### config.mk
export PLATFORM = sky130hd
export DESIGN_NAME = ttrng_sched
export DESIGN_NICKNAME = d
export VERILOG_FILES = /design/src/rtl/ttrng_pkg.sv /design/src/rtl/ttrng_rr_arbiter.sv /design/src/rtl/ttrng_sched.sv
export SDC_FILE = /design/constraint.sdc
export NUM_CORES = 1
export LEC_CHECK = 0
export ABC_AREA = 1
export CELL_PAD_IN_SITES_DETAIL_PLACEMENT = 1
export CELL_PAD_IN_SITES_GLOBAL_PLACEMENT = 2
export CORE_MARGIN = 3
export CORE_UTILIZATION = 27
export CTS_CLUSTER_DIAMETER = 40
export DETAILED_ROUTE_END_ITERATION = 12
export PLACE_DENSITY = 0.91
export SLEW_MARGIN = 25
export SYNTH_ARGS = -nofsm -noshare
export SYNTH_HDL_FRONTEND = slang
export SYNTH_SLANG_ARGS = --single-unit
### constraint.sdc
create_clock -name clk -period 2.2 [get_ports clk]
set_clock_uncertainty 0.05 [all_clocks]
set_input_delay 0.55 -clock clk [delete_from_list [all_inputs] [get_ports clk]]
set_output_delay 0.55 -clock clk [all_outputs]
set_load 0.005 [all_outputs]
### src/rtl/ttrng_pkg.sv
// ttrng_pkg: shared state encoding and widths for the ttrng scheduler
package ttrng_pkg;
   typedef enum logic [1:0] {IDLE, SETTLE, DONE} state_t;
   localparam int SEL_W = 2;
   localparam int NUM_W = 8;
endpackage

### src/rtl/ttrng_rr_arbiter.sv
// ttrng_rr_arbiter: combinational rotate-priority pick of the first request at or after the pointer
module ttrng_rr_arbiter #(
   parameter int N_REQ = 4,
   parameter int ID_W  = $clog2(N_REQ)
) (
   input  logic [N_REQ-1:0] i_req,
   input  logic [ID_W-1:0]  i_ptr,
   output logic             o_any,
   output logic [ID_W-1:0]  o_winner
);
   logic [ID_W-1:0] w_idx;
   always_comb begin
      o_any    = |i_req;
      o_winner = '0;
      w_idx    = '0;
      // Walk from farthest to nearest so the closest set bit overwrites last
      for (int k = N_REQ - 1; k >= 0; k--) begin
         w_idx = ID_W'((int'(i_ptr) + k) % N_REQ);
         if (i_req[w_idx]) o_winner = w_idx;
      end
   end
endmodule

### src/rtl/ttrng_sched.sv
// ttrng_sched: round-robin sharing of the single ttrng entropy core among N_REQ requesters.
// Grants one requester, holds its source selector for SETTLE_CYCLES, then captures the byte.
module ttrng_sched
   import ttrng_pkg::*;
#(
   parameter int N_REQ         = 4,
   parameter int SETTLE_CYCLES = 1000,
   parameter int ID_W          = $clog2(N_REQ),
   parameter int CNT_W         = (SETTLE_CYCLES > 1) ? $clog2(SETTLE_CYCLES) : 1
) (
   input  logic                     clk,
   input  logic                     rst,
   input  logic                     ena,
   input  logic [N_REQ-1:0]         req,
   input  logic [SEL_W*N_REQ-1:0]   req_sel,
   output logic [N_REQ-1:0]         gnt,
   output logic [N_REQ-1:0]         done,
   output logic [NUM_W-1:0]         rsp_data,
   output logic [ID_W-1:0]          rsp_id,
   output logic                     busy,
   output logic [SEL_W-1:0]         rng_selector,
   input  logic [NUM_W-1:0]         rng_number
);
   state_t            r_state, w_next;
   logic [N_REQ-1:0]  r_gnt, r_done;
   logic [NUM_W-1:0]  r_data;
   logic [ID_W-1:0]   r_id, r_ptr, w_winner;
   logic [SEL_W-1:0]  r_sel;
   logic [CNT_W-1:0]  r_cnt;
   logic              r_busy, w_any;
   logic [SEL_W-1:0]  w_sel_arr [N_REQ];

   for (genvar i = 0; i < N_REQ; i++) begin : g_sel
      assign w_sel_arr[i] = req_sel[SEL_W*i +: SEL_W];
   end

   ttrng_rr_arbiter #(.N_REQ(N_REQ), .ID_W(ID_W)) u_arb (
      .i_req   (req),
      .i_ptr   (r_ptr),
      .o_any   (w_any),
      .o_winner(w_winner)
   );

   always_comb begin
      w_next = r_state;
      // A dropped request aborts even on the final settle cycle, so nothing is captured
      w_next = (r_state == IDLE)   ? ((ena && w_any) ? SETTLE : IDLE) :
               (r_state == SETTLE) ? (!req[r_id] ? IDLE : (r_cnt == '0) ? DONE : SETTLE) :
                                     IDLE;
   end

   always_ff @(posedge clk) begin
      if (rst) r_state <= IDLE;
      else     r_state <= w_next;
   end

   always_ff @(posedge clk) begin
      if (rst) begin
         r_gnt  <= '0;
         r_done <= '0;
         r_data <= '0;
         r_id   <= '0;
         r_sel  <= '0;
         r_busy <= 1'b0;
         r_ptr  <= '0;
         r_cnt  <= '0;
      end else begin
         r_done <= '0;
         r_busy <= (w_next != IDLE);
         if (r_state == IDLE && w_next == SETTLE) begin
            r_gnt <= N_REQ'(1) << w_winner;
            r_sel <= w_sel_arr[w_winner];
            r_id  <= w_winner;
            r_cnt <= CNT_W'(SETTLE_CYCLES - 1);
            r_ptr <= (w_winner == ID_W'(N_REQ - 1)) ? '0 : w_winner + 1'b1;
         end
         if (r_state == SETTLE) r_cnt <= r_cnt - 1'b1;
         if (w_next == DONE) begin
            r_data <= rng_number;
            r_done <= r_gnt;
         end
         if (r_state != IDLE && w_next == IDLE) r_gnt <= '0;
      end
   end

   assign gnt          = r_gnt;
   assign done         = r_done;
   assign rsp_data     = r_data;
   assign rsp_id       = r_id;
   assign busy         = r_busy;
   assign rng_selector = r_sel;
endmodule

# Yosys cells after proc, flatten, opt, wreduce, memory -nomap -nowiden
# Index checks and enable logic that the tools add are counted.
[word_totals] latch_bits=0 out_inout_bits=21 rom_bits=0 inputBits=23 elab_cells=64 n_memories=0 reg_bits=35 ram_bits=0
[op_classes] n_bitwise=2 mul=0 reduce_logical=12 mux=25 addsub=5 n_shift=1 div_mod_pow=0 magnitude_cmp=6 n_eq_ne=4
[ops] op="2-bit 2-to-1 mux" count=11
[ops] op="10-bit 2-to-1 mux" count=2
[ops] op="2-bit by 3-bit < comparator with 1-bit output, second input constant" count=5
[ops] op="1-bit binary-select mux with 2-bit select" count=5
[ops] op="10-bit logical NOT" count=1
[ops] op="10-bit by 1-bit subtractor with 10-bit output, second input constant" count=1
[ops] op="1-bit 2-to-1 mux" count=6
[ops] op="2-bit nonzero test" count=3
[ops] op="2-bit by 1-bit adder with 2-bit output, second input constant" count=2
[ops] op="2-bit adder, second input constant" count=2
[ops] op="2-bit binary-select mux with 2-bit select" count=1
[ops] op="2-bit by 1-bit equality test with 1-bit output, second input constant" count=2
[ops] op="2-bit equality test, second input constant" count=2
[ops] op="2-bit logical NOT" count=2
[ops] op="2-bit OR reduction" count=2
[ops] op="4-bit OR reduction" count=1
[ops] op="1-bit by 2-bit left shift with 4-bit output, first input constant" count=1
[ops] op="3-bit greater-or-equal comparator, second input constant" count=1
[ops] op="1-bit logical AND" count=3
[ops] op="2-bit NOT with 3-bit output" count=1
[ops] op="1-bit NOT" count=1

# Longest topological paths before layout
# Gate-level depths: netlist of the first run.
[logic_depth] ltp_word=11 mapped_depth=14 depth_no_buf=13

# Hierarchy
# Synthesis of the first run repeated with hierarchy kept, for this count alone.
[unflattened] cells_unflattened=288 area_unflattened_um2=1908.1
[by_module_without_submodules] mod="ttrng_sched" n_inst=1 cells_each=242 seq_area_each_um2=700.7 area_each_um2=1719.1
[by_module_without_submodules] mod="ttrng_rr_arbiter" n_inst=1 cells_each=46 seq_area_each_um2=0.0 area_each_um2=188.9

# Worst setup path before layout of the first run
# Ideal clock, no wire load.
[synth_path] kind="input-to-reg" from="in req[3]" to="reg r_ptr[1]" arrival_ns=1.600 stages=11 slack_ns=0.422 setup_ns=0.128 n_path_buf=0 t_required_ns=2.022 path_cell_list="inv_1 nand2_1 nand3_1 nand2_1 inv_2 nand2_2 nand2_4 nand2_4 ha_1 o21ai_0 a21oi_1"
[synth_between] elab_chain_cells=8 word_cells_on_any_way=25 cone_classes="1 x add/sub; 2 x eq/ne; 19 x mux; 3 x reduce/logical"
[synth_lines] item="start: declaration" line_no="ttrng_sched.sv:14" rtl="input logic [N_REQ-1:0] req,"
[synth_lines] item="1-bit binary-select mux with 2-bit select" line_no="ttrng_rr_arbiter.sv:19" rtl="if (i_req[w_idx]) o_winner = w_idx;"
[synth_lines] item="1-bit 2-to-1 mux (not written as such)" line_no="ttrng_rr_arbiter.sv:19"
[synth_lines] item="2-bit 2-to-1 mux (3 in series)" line_no="ttrng_rr_arbiter.sv:19"
[synth_lines] item="2-bit 2-to-1 mux (*)" line_no="ttrng_rr_arbiter.sv:19"
[synth_lines] item="named net u_arb.o_winner[0]" line_no="ttrng_rr_arbiter.sv:9" rtl="output logic [ID_W-1:0] o_winner"
[synth_lines] item="2-bit by 1-bit adder with 2-bit output or 2-bit equality test (tied branches)" line_no="ttrng_sched.sv:75" rtl="r_ptr <= (w_winner == ID_W'(N_REQ - 1)) ? '0 : w_winner + 1'b1;"
[synth_lines] item="2-bit 2-to-1 mux (*)" line_no="ttrng_sched.sv:75"
[synth_lines] item="end signal: assignment" line_no="ttrng_sched.sv:75"
[synth_lines] item="end: declaration" line_no="ttrng_sched.sv:27" rtl="logic [ID_W-1:0] r_id, r_ptr, w_winner;"
# Mark *: on every way through the listed nets, which the timed path passes. The rest lies on a longest branch. The select of a mux whose other input is x is not followed.
# A chain may end at the register's enable or synchronous reset.

# Worst setup path after layout of the first run
# Same ends and word-level chain as after synthesis.

==> results.yml, run 1 <==
timing:
  fin_setup_tns_ps: 0
  setup_viol: 0
  hold_violations: 0
  fmaxAchievable_ghz: 0.487
  finalCritPeriodShare_pct: 93.3
  setup_slack_ps: 147
  fin_hold_ws_ps: 431
  fin_crit_ps: 2050
  rsz0062_at_grt: "no"
  slew_headroom_pct: 64.7
  worstMarginPinSlew_ps: 523
  maxSlewViolCount: 0
global_route:
  grt_use_met2_pct: 24.6
  grt_max_degree: 20
  use_met3_pct: 3.57
  overflow: 0
  antenna_found_initial: 0
  first_global_vias: 1915
  track_usage_pct: 13.7
  grt_pass1_wl_um: 8380
  busiest_layer: "met2"
  use_met1_pct: 15.7
power:
  clkPwrFrac_pct: 29.9
  switchingPower_mw: 0.630
  intPower_mw: 1.31
  power_density_nw_per_um2: 767
  power.leakage_nw: 1.10
  p_comb_share_pct: 32.1
  peakVddDrop_mv: 0.359
  p_sw_share_pct: 32.4
  seq_power_share_pct: 38.1
  finalPower_mw: 1.94
logic_synthesis:
  syn-num-nets: 278
  ys_seq_elements: 35
  synthCells: 249
  synth_top_area_share_pct: 38.8
  ys_types: 32
  syn_area_um2: 1800
  synth.avg_cell_area_um2: 7.25
  yosys_warnings: 0
  ys_top_cells_by_area: "dfxtp_1 (39%), nand2_1 (8.7%), inv_1 (6.9%)"
  yosysSeqAreaShare_pct: 38.8
  yosys.area.top_type: "dfxtp_1"
detailed_routing:
  vias: 1785
  viasPerCell: 4.64
  drtPass1Iterations: 4
  wirelength_um: 4860
  remaining_drc_errors: 0
  routedWlPerCell_um: 12.6
  final_antenna_net_count: 0
  initialDrtViolationCount: 49
die:
  die_width_um: 87.7
  start_util_pct: 28.1
  die_h_um: 87.7
  die_area_um2: 7700
  coreArea_um2: 6420
  io_pins: 44
  rows: 29
critical_path:
  crit_type: "primary input to register"
  crit_chain: "clkdlybuf4s50_1 > inv_1 > o21ai_1 > nand2_1 > nand3_2 > nand2_2 > nand2_4 > nand2_4 > ha_1 > o21ai_1 > a21oi_1"
  crit_path_top_delay_cell: "clkdlybuf4s50_1"
  worstPathArrival_ps: 2190
  cp_num_buf_inv: 2
  crit_path_start_kind: "primary input"
  cpPeakStageDelay_ps: 470
  crit_fanout: 5
  crit_path_end_kind: "register"
  crit_required_ps: 2340
  critPathTopFamily: "buffers and inverters"
placement:
  dpl_worst_slack_ps: -205
  portBuffers: 43
  post-dp-hpwl_um: 3890
  postPlaceCellArea_um2: 2420
  placed_cells: 377
  place_congestion: 0.772
worst_hold_path:
  hold_class: "register to register"
final_layout:
  drive_gt1_share_pct: 15.6
  multi_input_area_um2: 917
  fillers: 787
  n_antenna_cell: 0
  syn_to_final_growth_pct: 40.3
  nNetsFinal: 336
  regArea_um2: 701
  finalNonFillerCells: 385
  design_area_um2: 2530
  final_util_pct: 39.4
  final_cell_mix: "nand2_1 (42), clkdlybuf4s50_1 (42), dfxtp_1 (35), inv_1 (33), nor2_1 (27)"
clock_tree:
  clock_latency_ps: 290
  h-tree-depth: 2
  path_clk_slew_ps: 80
  ctsHoldBuffers: 0
  cts_setup_buffers: 0
  numCtsBuffers: 5
  numClockSinks: 35
  clockBufferDepth: 2
  clock-root-buffer: "clkbuf_8"
  cts_tree: "built"
status:
  status: "finished, final reports clean"
run:
  cap_violations: 0
==> worst register-to-register path, cell delays in order, from the launching register on <==
cell and delay, ps:
dfxtp_1 600, inv_2 110, nand2_1 100, nand2_1 50, nand2_1 100, nand3_1 110
nor2_1 130, nor2_2 60, buf_4 140, nor2_2 120, nand3_1 120, nand3_1 100
nand2_1 50, inv_1 50
==> timing repair <==
action,4_1_cts,5_1_grt
gates resized for setup,0,2
setup endpoints to repair,0,4
hold endpoints to repair,0,0
==> cells by family after synthesis <==
kind of cell	Yosys count	share of synthesized area (%)
AND/OR/NAND/NOR	128	35.5
buffers and inverters	47	10.3
flip-flops	35	38.8
AO/OA/AOI/OAI	33	11.2
adder cells (fa/ha/maj)	6	4.16
==> sequential cells by signal, summed over array words and instances (netlist names) <==
signal        cells
r_cnt            10
rsp_data          8
done              4
gnt               4
r_ptr             2
r_state           2
rng_selector      2
rsp_id            2
busy              1
==> layout make-up <==
cell class	count	area share [%]
repair buffers	57	21.7
well taps	77	3.81
inverters	41	6.08
clock buffers	5	2.72
flip-flops and latches	35	27.7
clock inverters	3	1.73
multi-input cells	167	36.2
==> final timing paths <==
check	startpoint	to	slack, ps	depth (start not counted)
worst max-delay path	req[3]	r_ptr[1]$_SDFFE_PP0P_	150	11
worst min-delay path	gnt[1]$_SDFFE_PP0P_	done[1]$_SDFF_PP0_	430	2
worst max register to register	r_ptr[0]$_SDFFE_PP0P_	rng_selector[0]$_SDFFE_PP0P_	260	13
worst min register to register	gnt[1]$_SDFFE_PP0P_	done[1]$_SDFF_PP0_	430	2
==> cell usage after synthesis <==
master / instances
inv_2: 8
clkbuf_1: 3
o211ai_1: 4
a21oi_1: 11
nand2_2: 1
and2_4: 1
a311oi_1: 1
inv_1: 33
o21ai_1: 3
nor3_1: 19
nor2_2: 4
a31oi_1: 1
nor2_1: 27
nor2_4: 2
buf_2: 2
dfxtp_1: 35
buf_6: 1
a21oi_2: 1
nand3_1: 21
nand2_4: 2
o21a_1: 1
nor3_4: 1
nand3_2: 3
ha_1: 6
nor3_2: 1
o21ai_0: 6
nand4_1: 2
nand4_4: 1
a211oi_1: 4
or2_2: 1
a221o_1: 1
nand2_1: 42
==> layer usage <==
metal,part of all wire [%],wire length [um]
met2,53,2590
met1,43,2090
met3,2.3,114
met4,1.3,64
met5,0,0
==> power groups by stage <==
stage / Sequential, mW / Combinational [mW] / Clock [mW]
finish: 0.739 / 0.622 / 0.580
global route: 0.748 / 0.709 / 0.635
CTS: 0.739 / 0.629 / 0.599
detailed placement: 0.754 / 0.625 / 0
global placement: 0.751 / 0.611 / 0
floorplan: 0.737 / 0.382 / 0
Note: power is estimated with default switching activity, not from simulation.
==> run 2, diff against run 1 <==
Settings changed: ABC_CLOCK_PERIOD_IN_PS from default to 2200, CORE_UTILIZATION 27 to 28, CTS_BUF_LIST from default to sky130_fd_sc_hd__clkbuf_4, PLACE_DENSITY 0.91 to 0.94.
==> results.yml, run 2 (synthesis gave the netlist of run 1 again) <==
critical_path:
  worstSetupEndpoint: "r_ptr[1]$_SDFFE_PP0P_"
  critPathLaunch: "req[1]"
  reg2reg_depth: 11
  crit_fanout: 4
  r2r-end: "r_ptr[1]$_SDFFE_PP0P_"
  crit_path_start_kind: "primary input"
  reg2reg_setup_slack_ps: 280
  worstPathArrival_ps: 2200
  crit_path_end_kind: "register"
  crit_type: "primary input to register"
  crit_required_ps: 2390
  worstReg2RegStart: "r_ptr[0]$_SDFFE_PP0P_"
timing:
  slew_headroom_pct: 61.4
  setup_viol: 0
  fin_crit_ps: 2000
  fin_setup_tns_ps: 0
  hold_violations: 0
  rsz0062_at_grt: "no"
  maxSlewViolCount: 0
  finalCritPeriodShare_pct: 91.1
  fmaxAchievable_ghz: 0.499
  worstMarginPinSlew_ps: 573
global_route:
  grt_max_degree: 20
  grt_pass1_wl_um: 8450
  overflow: 0
  track_usage_pct: 14.0
  antenna_found_initial: 0
  first_global_vias: 1904
final_layout:
  largest_register: "r_cnt"
  final_cell_mix: "clkdlybuf4s50_1 (43), nand2_1 (42), dfxtp_1 (35), inv_1 (33), nor2_1 (27)"
  drive_gt1_share_pct: 15.6
  n_antenna_cell: 0
  design_area_um2: 2510
  final_common_cell: "clkdlybuf4s50_1"
  final_util_pct: 41.1
  syn_to_final_growth_pct: 38.9
  nNetsFinal: 336
  largest_register_ffs: 10
  fillers: 782
status:
  status: "finished, final reports clean"
die:
  coreArea_um2: 6100
  start_util_pct: 29.6
  die_area_um2: 7440
  rows: 28
  io_pins: 44
  die_h_um: 86.3
  die_width_um: 86.3
placement:
  portBuffers: 43
  place_congestion: 0.741
  postPlaceCellArea_um2: 2400
  post-dp-hpwl_um: 3870
detailed_routing:
  vias: 1810
  initialDrtViolationCount: 46
  drtPass1Iterations: 2
  remaining_drc_errors: 0
  final_antenna_net_count: 0
  viasPerCell: 4.73
  routedWlPerCell_um: 12.7
  wirelength_um: 4860
clock_tree:
  clock_latency_ps: 340
  cts_tree: "built"
  cts_setup_buffers: 0
  ctsHoldBuffers: 0
  clockBufferDepth: 2
  h-tree-depth: 2
  cts_resized: 0
  clock-root-buffer: "clkbuf_4"
  path_clk_slew_ps: 120
  numCtsBuffers: 5
  numClockSinks: 35
worst_hold_path:
  hold_class: "register to register"
run:
  cap_violations: 0
power:
  power.leakage_nw: 1.08
  power_density_nw_per_um2: 771
  peakVddDrop_mv: 0.419
## run 2: through the flow
step,power [mW],setup WS (ps),hold slack [ps],std cells
2_1_floorplan,1.12,422,412,249
4_1_cts,1.96,213,439,383
5_1_grt,2.08,20.3,475,383
3_5_place_dp,1.37,-166,419,375
3_3_place_gp,1.36,-108,412,375
6_report,1.93,195,437,383
## run 2: layout make-up
class / count / area, um^2 / share of cell area [%]
clock inverter: 3 / 67.6 / 2.70
inverter: 41 / 154 / 6.14
multi-input combinational: 167 / 917 / 36.6
timing repair buffer: 57 / 536 / 21.4
tap: 75 / 93.8 / 3.74
clock buffer: 5 / 37.5 / 1.50
sequential: 35 / 701 / 28.0
## run 2: worst min-delay path by stage
stage | start | to | slack [ps] | cells past startpoint
3_3_place_gp | gnt[2]$_SDFFE_PP0P_ | done[2]$_SDFF_PP0_ | 410 | 2
2_1_floorplan | gnt[0]$_SDFFE_PP0P_ | done[0]$_SDFF_PP0_ | 410 | 2
4_1_cts | gnt[3]$_SDFFE_PP0P_ | done[3]$_SDFF_PP0_ | 440 | 2
5_1_grt | gnt[2]$_SDFFE_PP0P_ | done[2]$_SDFF_PP0_ | 470 | 2
3_5_place_dp | gnt[2]$_SDFFE_PP0P_ | done[2]$_SDFF_PP0_ | 420 | 2
6_report | gnt[3]$_SDFFE_PP0P_ | done[3]$_SDFF_PP0_ | 440 | 2
## run 2: metal layers
layer | vias to the layer above | wire, um | global-route usage [%]
li1 | 920 | - | -
met1 | 861 | 2130 | 16.6
met2 | 24 | 2550 | 25.6
met3 | 5 | 125 | 2.66
met4 | 0 | 52 | 4.11
met5 | - | 0 | 0
## run 2: critical path, cell delays in order
cell and delay, ps:
clkdlybuf4s50_1 520, inv_1 70, nand2_1 80, nand3_1 110, nand2_1 100, nand3_2 90
nand2_2 80, nand2_4 50, nand2_4 90, ha_1 220, o21ai_0 170, a21oi_1 50
## run 2: where the power goes
group / switching (mW) / total (mW) / internal, mW
logic: 0.335 / 0.615 / 0.279
clock network: 0.227 / 0.580 / 0.353
registers: 0.0491 / 0.738 / 0.688
total: 0.611 / 1.93 / 1.32
==> run 3, diff against run 2 <==
Settings changed: PLACE_DENSITY 0.94 to 0.85.
==> results.yml, run 3 (synthesis gave the netlist of run 1 again) <==
worst_hold_path:
  hold_class: "register to register"
  hold_depth: 2
  hp-start: "gnt[2]$_SDFFE_PP0P_"
  worst_hold_path.endpoint: "done[2]$_SDFF_PP0_"
clock_tree:
  cts_setup_buffers: 0
  cts_resized: 0
  numClockSinks: 35
  path_clk_slew_ps: 120
  ctsHoldBuffers: 0
  clockBufferDepth: 2
  clock-root-buffer: "clkbuf_4"
  clock_latency_ps: 340
  cts_tree: "built"
  numCtsBuffers: 5
  h-tree-depth: 2
die:
  die_width_um: 86.3
  die_h_um: 86.3
  coreArea_um2: 6100
  rows: 28
  die_area_um2: 7440
  start_util_pct: 29.6
  io_pins: 44
timing:
  slew_headroom_pct: 65.3
  fin_hold_ws_ps: 432
  setup_slack_ps: 218
  setup_viol: 0
  finalCritPeriodShare_pct: 90.1
  maxSlewViolCount: 0
  hold_violations: 0
  worstMarginPinSlew_ps: 516
  rsz0062_at_grt: "no"
  fmaxAchievable_ghz: 0.505
  fin_crit_ps: 1980
detailed_routing:
  initialDrtViolationCount: 44
  drtPass1Iterations: 4
  wirelength_um: 4980
  viasPerCell: 4.78
  routedWlPerCell_um: 12.8
  vias: 1858
  final_antenna_net_count: 0
  remaining_drc_errors: 0
critical_path:
  reg2reg_depth: 14
  r2r-end: "rng_selector[1]$_SDFFE_PP0P_"
  crit_type: "primary input to register"
  worstReg2RegStart: "r_ptr[0]$_SDFFE_PP0P_"
  crit_path_top_delay_cell: "clkdlybuf4s50_1"
  crit_fanout: 4
  cpPeakStageDelay_ps: 510
  worstPathArrival_ps: 2190
  crit_required_ps: 2410
  cp_num_buf_inv: 4
  reg2reg_setup_slack_ps: 310
  crit_chain: "clkdlybuf4s50_1 > inv_1 > nand2_1 > nand3_1 > nand2_1 > nand3_2 > nand2_2 > nand2_4 > nand2_4 > buf_4 > nand2_1 > nand3_1 > nand3_1 > nand2_1 > inv_1"
  crit_path_end_kind: "register"
  crit_path_start_kind: "primary input"
  cp_common_cell: "nand2_1"
  critPathTopFamily: "simple AND/OR/NAND/NOR gates"
global_route:
  antenna_found_initial: 0
  grt_max_degree: 13
  grt_pass1_wl_um: 8800
  overflow: 0
  track_usage_pct: 14.6
  first_global_vias: 1987
placement:
  place_congestion: 0.759
  post-dp-hpwl_um: 3990
  dpl_worst_slack_ps: -166
  portBuffers: 43
final_layout:
  final_common_cell: "clkdlybuf4s50_1"
  final_cell_mix: "clkdlybuf4s50_1 (43), nand2_1 (42), dfxtp_1 (35), inv_1 (33), nor2_1 (27)"
  drive_gt1_share_pct: 17.2
  nNetsFinal: 342
  fillers: 775
  n_antenna_cell: 0
  final_util_pct: 42.3
  syn_to_final_growth_pct: 42.8
  largest_register: "r_cnt"
  largest_register_ffs: 10
status:
  status: "finished, final reports clean"
power:
  power_density_nw_per_um2: 765
  finalPower_mw: 1.97
  power.leakage_nw: 1.11
  peakVddDrop_mv: 0.532
run:
  cap_violations: 0
==> run 3: changes by cell type in the layout (fill, tap and decap cells not counted), sizes merged <==
| cell | change |
|---|---|
| buf | +6 |
==> run 3: where the power goes <==
| part | total (mW) | internal, mW | leakage (nW) | switching, mW |
|---|---|---|---|---|
| clock network | 0.587 | 0.353 | 0.0514 | 0.234 |
| logic | 0.645 | 0.301 | 0.776 | 0.344 |
| registers | 0.739 | 0.689 | 0.287 | 0.0508 |
| total | 1.97 | 1.34 | 1.11 | 0.629 |
==> run 3: through the flow <==
step           setup TNS (ps)  cells  instance area, um^2
5_1_grt                     0    389                 2580
6_report                    0    389                 2580
2_1_floorplan               0    249                 1800
4_1_cts                     0    389                 2580
3_3_place_gp             -416    381                 2470
3_5_place_dp            -1470    381                 2470
==> run 3: how the worst max path moves through the flow <==
stage / end / depth (start not counted) / from / slack (ps)
2_1_floorplan: r_ptr[1]$_SDFFE_PP0P_ / 11 / req[3] / 420
3_3_place_gp: r_ptr[1]$_SDFFE_PP0P_ / 11 / req[3] / -100
3_5_place_dp: rng_selector[1]$_SDFFE_PP0P_ / 15 / req[1] / -170
4_1_cts: rng_selector[1]$_SDFFE_PP0P_ / 15 / req[1] / 200
5_1_grt: rng_selector[0]$_SDFFE_PP0P_ / 14 / req[1] / 30
6_report: rng_selector[1]$_SDFFE_PP0P_ / 15 / req[1] / 220
==> run 3: cell type report <==
type	count	area, um^2	area share (%)
clock buffer	5	37.5	1.46
clock inverter	3	67.6	2.62
inverter	41	154	5.97
multi-input combinational	167	917	35.6
sequential	35	701	27.2
tap	75	93.8	3.64
timing repair buffer	63	606	23.5
==> run 3: worst min-delay path: cells and delay by family (launching register included) <==
kind          cells  cell delay, ps
flops             1             330
simple gates      2             130
==> run 3: routing by layer <==
metal,wire (um),up-vias,global-route usage [%]
met1,2230,891,17.3
met2,2540,28,26.8
li1,-,935,-
met5,0,-,0
met3,160,4,3.33
met4,42,0,3.40
